$ cat src/rtl/sample_ftw_ctrl.sv
// Sampling-NCO frequency tuning word controller.
// The host loads a nominal FTW and an offset limit. After a fixed number of
// symbol strobes for settling, timing-error corrections are accumulated into
// a pending offset. That offset is applied, saturated to +/-limit, at each
// symbol strobe.
module sample_ftw_ctrl #(
  parameter int unsigned SETTLE_SYMS = 16,
  parameter int unsigned DELTA_W     = 24
) (
  input  logic               clk,
  input  logic               rst,
  input  logic               cfg_valid,
  output logic               cfg_ready,
  input  logic [31:0]        cfg_ftw,
  input  logic [30:0]        cfg_limit,
  input  logic               corr_valid,
  input  logic [DELTA_W-1:0] corr_delta,
  input  logic               sym_strobe,
  output logic [31:0]        o_sample_ftw,
  output logic               o_nco_rst,
  output logic               o_locked,
  output logic               o_clamp,
  output logic [1:0]         o_state
);

  typedef enum logic [1:0] {
    ST_IDLE   = 2'd0,
    ST_LOAD   = 2'd1,
    ST_SETTLE = 2'd2,
    ST_TRACK  = 2'd3
  } state_t;

  localparam int unsigned CNT_W = (SETTLE_SYMS > 1) ? $clog2(SETTLE_SYMS) : 1;
  localparam logic [CNT_W-1:0] CNT_LAST = CNT_W'((SETTLE_SYMS > 0) ? SETTLE_SYMS - 1 : 0);

  localparam logic signed [33:0] S32_MAX = 34'sh0_7FFF_FFFF;
  localparam logic signed [33:0] S32_MIN = 34'sh3_8000_0000;

  state_t                state_q, state_d;
  logic [31:0]           nominal_q, nominal_d;
  logic [30:0]           limit_q, limit_d;
  logic signed [31:0]    offset_q, offset_d;
  logic signed [31:0]    pending_q, pending_d;
  logic [CNT_W-1:0]      cnt_q, cnt_d;
  logic [31:0]           ftw_q, ftw_d;
  logic                  clamp_q, clamp_d;

  logic                  handshake;
  logic signed [DELTA_W-1:0] delta_s;
  logic signed [33:0]    delta34;
  logic signed [33:0]    pend_sum34;
  logic signed [31:0]    pend_sat;
  logic signed [33:0]    sum34;
  logic signed [33:0]    lim34;
  logic signed [33:0]    clamped34;
  logic                  clip;
  logic [31:0]           clamped32;

  assign cfg_ready    = ~rst & (state_q != ST_LOAD);
  assign handshake    = cfg_valid & cfg_ready;
  assign o_nco_rst    = (state_q == ST_IDLE) || (state_q == ST_LOAD);
  assign o_locked     = (state_q == ST_TRACK);
  assign o_state      = state_q;
  assign o_sample_ftw = ftw_q;
  assign o_clamp      = clamp_q;

  assign delta_s = corr_delta;
  assign delta34 = 34'(delta_s);

  // Correction accumulation and strobe-time offset arithmetic (34-bit, no overflow)
  always_comb begin
    pend_sum34 = 34'(pending_q) + delta34;
    if (pend_sum34 > S32_MAX) begin
      pend_sat = 32'sh7FFF_FFFF;
    end else if (pend_sum34 < S32_MIN) begin
      pend_sat = 32'sh8000_0000;
    end else begin
      pend_sat = pend_sum34[31:0];
    end

    sum34 = 34'(offset_q) + 34'(pending_q) + (corr_valid ? delta34 : 34'sd0);
    lim34 = signed'({3'b000, limit_q});
    clip  = 1'b0;
    if (sum34 > lim34) begin
      clamped34 = lim34;
      clip      = 1'b1;
    end else if (sum34 < -lim34) begin
      clamped34 = -lim34;
      clip      = 1'b1;
    end else begin
      clamped34 = sum34;
    end
    clamped32 = clamped34[31:0];
  end

  // Next-state and register-update decode; a config handshake overrides all activity
  always_comb begin
    state_d   = state_q;
    nominal_d = nominal_q;
    limit_d   = limit_q;
    offset_d  = offset_q;
    pending_d = pending_q;
    cnt_d     = cnt_q;
    ftw_d     = ftw_q;
    clamp_d   = 1'b0;

    unique case (state_q)
      ST_IDLE: begin
      end
      ST_LOAD: begin
        state_d = ST_SETTLE;
        cnt_d   = '0;
      end
      ST_SETTLE: begin
        if (sym_strobe) begin
          if (cnt_q == CNT_LAST) begin
            state_d = ST_TRACK;
            cnt_d   = '0;
          end else begin
            cnt_d = cnt_q + 1'b1;
          end
        end
      end
      ST_TRACK: begin
        if (sym_strobe) begin
          offset_d  = signed'(clamped32);
          pending_d = '0;
          ftw_d     = nominal_q + clamped32;
          clamp_d   = clip;
        end else if (corr_valid) begin
          pending_d = pend_sat;
        end
      end
      default: state_d = ST_IDLE;
    endcase

    if (handshake) begin
      nominal_d = cfg_ftw;
      limit_d   = cfg_limit;
      offset_d  = '0;
      pending_d = '0;
      cnt_d     = '0;
      ftw_d     = cfg_ftw;
      clamp_d   = 1'b0;
      state_d   = ST_LOAD;
    end
  end

  // State and datapath registers with synchronous active-high reset
  always_ff @(posedge clk) begin
    if (rst) begin
      state_q   <= ST_IDLE;
      nominal_q <= '0;
      limit_q   <= '0;
      offset_q  <= '0;
      pending_q <= '0;
      cnt_q     <= '0;
      ftw_q     <= '0;
      clamp_q   <= 1'b0;
    end else begin
      state_q   <= state_d;
      nominal_q <= nominal_d;
      limit_q   <= limit_d;
      offset_q  <= offset_d;
      pending_q <= pending_d;
      cnt_q     <= cnt_d;
      ftw_q     <= ftw_d;
      clamp_q   <= clamp_d;
    end
  end

endmodule

$ cat config.mk
export PLATFORM = sky130hd
export DESIGN_NAME = sample_ftw_ctrl
export DESIGN_NICKNAME = d
export VERILOG_FILES = /design/src/rtl/sample_ftw_ctrl.sv
export SDC_FILE = /design/constraint.sdc
export NUM_CORES = 1
export LEC_CHECK = 0
export BUFFER_PORTS_ARGS = -buffer_cell sky130_fd_sc_hd__buf_4
export CAP_MARGIN = 0
export CELL_PAD_IN_SITES_DETAIL_PLACEMENT = 0
export CELL_PAD_IN_SITES_GLOBAL_PLACEMENT = 2
export CORE_MARGIN = 2
export CORE_UTILIZATION = 35
export CTS_BUF_LIST = sky130_fd_sc_hd__clkbuf_8
export CTS_CLUSTER_DIAMETER = 50
export CTS_CLUSTER_SIZE = 14
export DETAILED_ROUTE_END_ITERATION = 6
export GPL_TIMING_DRIVEN = 0
export PLACE_DENSITY = 0.79
export SLEW_MARGIN = 10
export SYNTH_ARGS = -nofsm -noshare
export SYNTH_HDL_FRONTEND = slang
export SYNTH_SLANG_ARGS = --single-unit
$ cat constraint.sdc
create_clock -name clk -period 12.8 [get_ports clk]
set_input_delay 1.28 -clock clk [delete_from_list [all_inputs] [get_ports clk]]
set_output_delay 1.28 -clock clk [all_outputs]
set_load 0.01 [all_outputs]
==> metrics.cfg <==
[run_status]
status = finished, final reports clean

[layout]
diodes = 0
stdcell_count = 2484
seq_area_um2 = 3323
multi_input_area_um2 = 10250
final_layout_size_suffix_gt1_share_pct = 9.648
fin_nets = 2233
fillCellCount = 4260
stdcell_area_um2 = 16180
area_growth_pct = 14.37

[clock_tree]
cts_resized = 0
post_cts_buffers = 0
clock-root-buffer = clkbuf_8
cts_tree = yes
cts_buffers = 17
htree_levels = 4
cts_sinks = 166
clk_pin_slew_ns = 0.11
clk_latency_ns = 0.51
cts_buffer_depth = 2
cts_hold_buf = 0

[power]
clkPwrFrac_pct = 27.4
power_frac_seq_pct = 37.4
p_sw_mw = 0.5760
power_frac_comb_pct = 35.2
leakagePower_nw = 7.367
ir_drop_v = 0.00008153
intPower_mw = 0.9202
pwr_density_cell_nw_per_um2 = 92.47
netSwitchingFraction_pct = 38.50

[worst_setup_path]
start_kind = input port
max_stage_delay_ns = 0.71
cp_max_fo = 10
slowest_stage = a2111oi_0
worstPathArrival_ns = 12.38
cp-end-kind = register
path_class = input port to register
crit_required_ns = 13.22

[logic_synthesis]
synth_flop_cell = dfxtp_1
yosys_register_bits = 166
synth_area_um2 = 14150
synth_top_area_share_pct = 23.49
synth_area_leaders = dfxtp_1 23%, ha_1 14%, nand2_1 6.7%, a21oi_1 5.9%, xnor2_1 5.1%
synth_seq_area_share_pct = 23.49
synth-edff-count = 0
synth.avg_cell_area_um2 = 7.869
synth_cells = 1798
ys_types = 72
synth_fp_nets = 2085
yosys.area.top_type = dfxtp_1
yosysWarningCount = 0
async_flop_share_pct = 0

[timing]
clock_skew_ns = 0.02156
final.setup.tns_ns = 0
finalHoldViolCount = 0
relSlewSlack_pct = 34.33
worst_slew_pin_slew_ns = 0.9603
max_clock_freq_mhz = 83.60
finalSetupViolCount = 0
period_share_pct = 93.45
min_period_ns = 11.96
rsz0062_at_grt = false
maxSlewViolCount = 0

[detailed_routing]
dr.pass1.iters = 6
final_antenna_net_count = 0
wl_per_cell_um = 20.52
via_per_inst = 5.513
drtIter0Drc = 954
drc = 0
routed-via-count = 13695
wirelength_um = 50970

[floorplanning]
core-area_um2 = 39820
initial_core_util_pct = 35.53
ios = 130
die_h_um = 205.1
die_width_um = 205.1
dieArea_um2 = 42050
rows = 73

[place]
dp.cells = 2452
dp_hpwl_um = 41530
postPlaceCellArea_um2 = 15770
port_buffers = 129
gp_congestion = 0.9794

[global_route]
grt_pass1_wl_um = 78110
grt_pass1_vias = 13391
antenna_found_initial = 1
grt_start_max_net_pins = 17
track_usage_pct = 24.54
overflow = 0

[hold_path]
min_path_type = register to register

[run]
maxCapViolations = 0

[kinds of logic after synthesis]
logic type / count (synthesis) / synth area share, %
muxes: 13 / 0.9462
xor gates and xnor gates: 109 / 6.747
AOI/OAI and AO/OA: 524 / 23.98
buffers and inverters: 150 / 4.103
DFF: 166 / 23.49
and+or+nand+nor: 641 / 21.63
adders and majority gates: 195 / 19.10
[layout make-up]
cell class	instances	share of cell area, %
inverters	69	1.601
repair buffers	129	5.985
clock inverters	14	0.9433
clock buffers	18	1.531
well taps	525	4.059
flip-flops and latches	166	20.54
multi-input cells	1482	63.36
plain buffers	81	1.987
[through the flow]
stage	hold slack [ns]	setup WS [ns]	utilization [%]	total power, mW
after floorplan	0.4268	3.536	-	0.9103
after global placement	0.4367	0.4621	39.61	1.088
after detailed placement	0.4420	0.3541	39.61	1.091
after CTS	0.4588	0.8876	40.62	1.502
after global routing	0.4766	0.1110	40.63	1.585
final	0.4579	0.8380	40.63	1.496
[cell usage in the layout, fill, tap and decap left out, types with 5 or more instances in the layout]
cell       instances
or3_1             10
nor3b_1            6
a21oi_1          167
a211oi_1          22
nand3_1           31
or4_1              5
nand3b_1          32
fa_1              35
clkbuf_8          18
xnor2_1           83
o21a_1             8
xor2_1            26
nand4_1           20
a2111oi_0          6
inv_1             70
a21o_1            55
nand2_1          252
nor3_1            42
o31ai_1           35
and2_1            32
nor2_1           138
o21ai_0          102
o22ai_1            7
or2_2              6
clkbuf_1          70
o21bai_1          10
o211ai_1          10
nand2b_1          18
mux2i_1           10
buf_1              7
and3_1            14
buf_4            129
ha_1             160
a31oi_1           15
a311oi_1          11
dfxtp_1          166
nor2b_1           15
a221o_1           30
[power by group through the flow]
| stage | combinational [mW] | sequential (mW) | clock (mW) |
|---|---|---|---|
| after detailed placement | 0.519 | 0.572 | 0 |
| after floorplan | 0.341 | 0.569 | 0 |
| final | 0.527 | 0.560 | 0.410 |
| after global placement | 0.517 | 0.572 | 0 |
| after CTS | 0.523 | 0.560 | 0.419 |
| after global routing | 0.582 | 0.563 | 0.440 |
[Yosys cell counts, types with 11 or more instances]
master    number
clkbuf_1      70
nand3b_1      32
nor3_1        42
nand3_1       31
ha_1         160
fa_1          35
dfxtp_1      166
and3_1        14
o21ai_0      102
nand2b_1      18
nor2b_1       15
a21oi_1      167
o31ai_1       35
xor2_1        26
nor2_1       138
a211oi_1      22
and2_1        32
a221o_1       30
xnor2_1       83
a21o_1        55
inv_1         69
a311oi_1      11
a31oi_1       15
nand2_1      252
nand4_1       20
[metal layers]
metal	vias up	track usage [%]	share of wire [%]
met5	-	0	0
met4	0	6.501	2.2
met3	49	2.927	3.7
met2	306	38.85	45
met1	6562	35.11	49
li1	6778	-	-
[worst paths after layout]
| kind | start | end | slack, ns | cells past startpoint |
|---|---|---|---|---|
| setup / recovery | corr_valid | o_sample_ftw[27] | 0.84 | 35 |
| hold / removal | nominal_q[30] | nominal_q[30] | 0.46 | 2 |
| setup reg to reg | pending_q[1] | o_sample_ftw[27] | 1.56 | 35 |
| hold reg to reg | nominal_q[30] | nominal_q[30] | 0.46 | 2 |
[flip-flops by register name (all words and copies together), names as in the netlist]
signal and count:
nominal_q 32, o_sample_ftw 32, offset_q 32, pending_q 32
limit_q 31, cnt_q 4, o_state 2, o_clamp 1
[worst max-delay path: cells and delay by family]
family,cells,cell delay (ns)
buffers and inverters,5,1.58
xor gates and xnor gates,2,0.47
AOI/OAI and AO/OA,17,5.69
adders and majority gates,4,1.49
and+or+nand+nor,7,1.84
(Power assumes the default switching activity.)
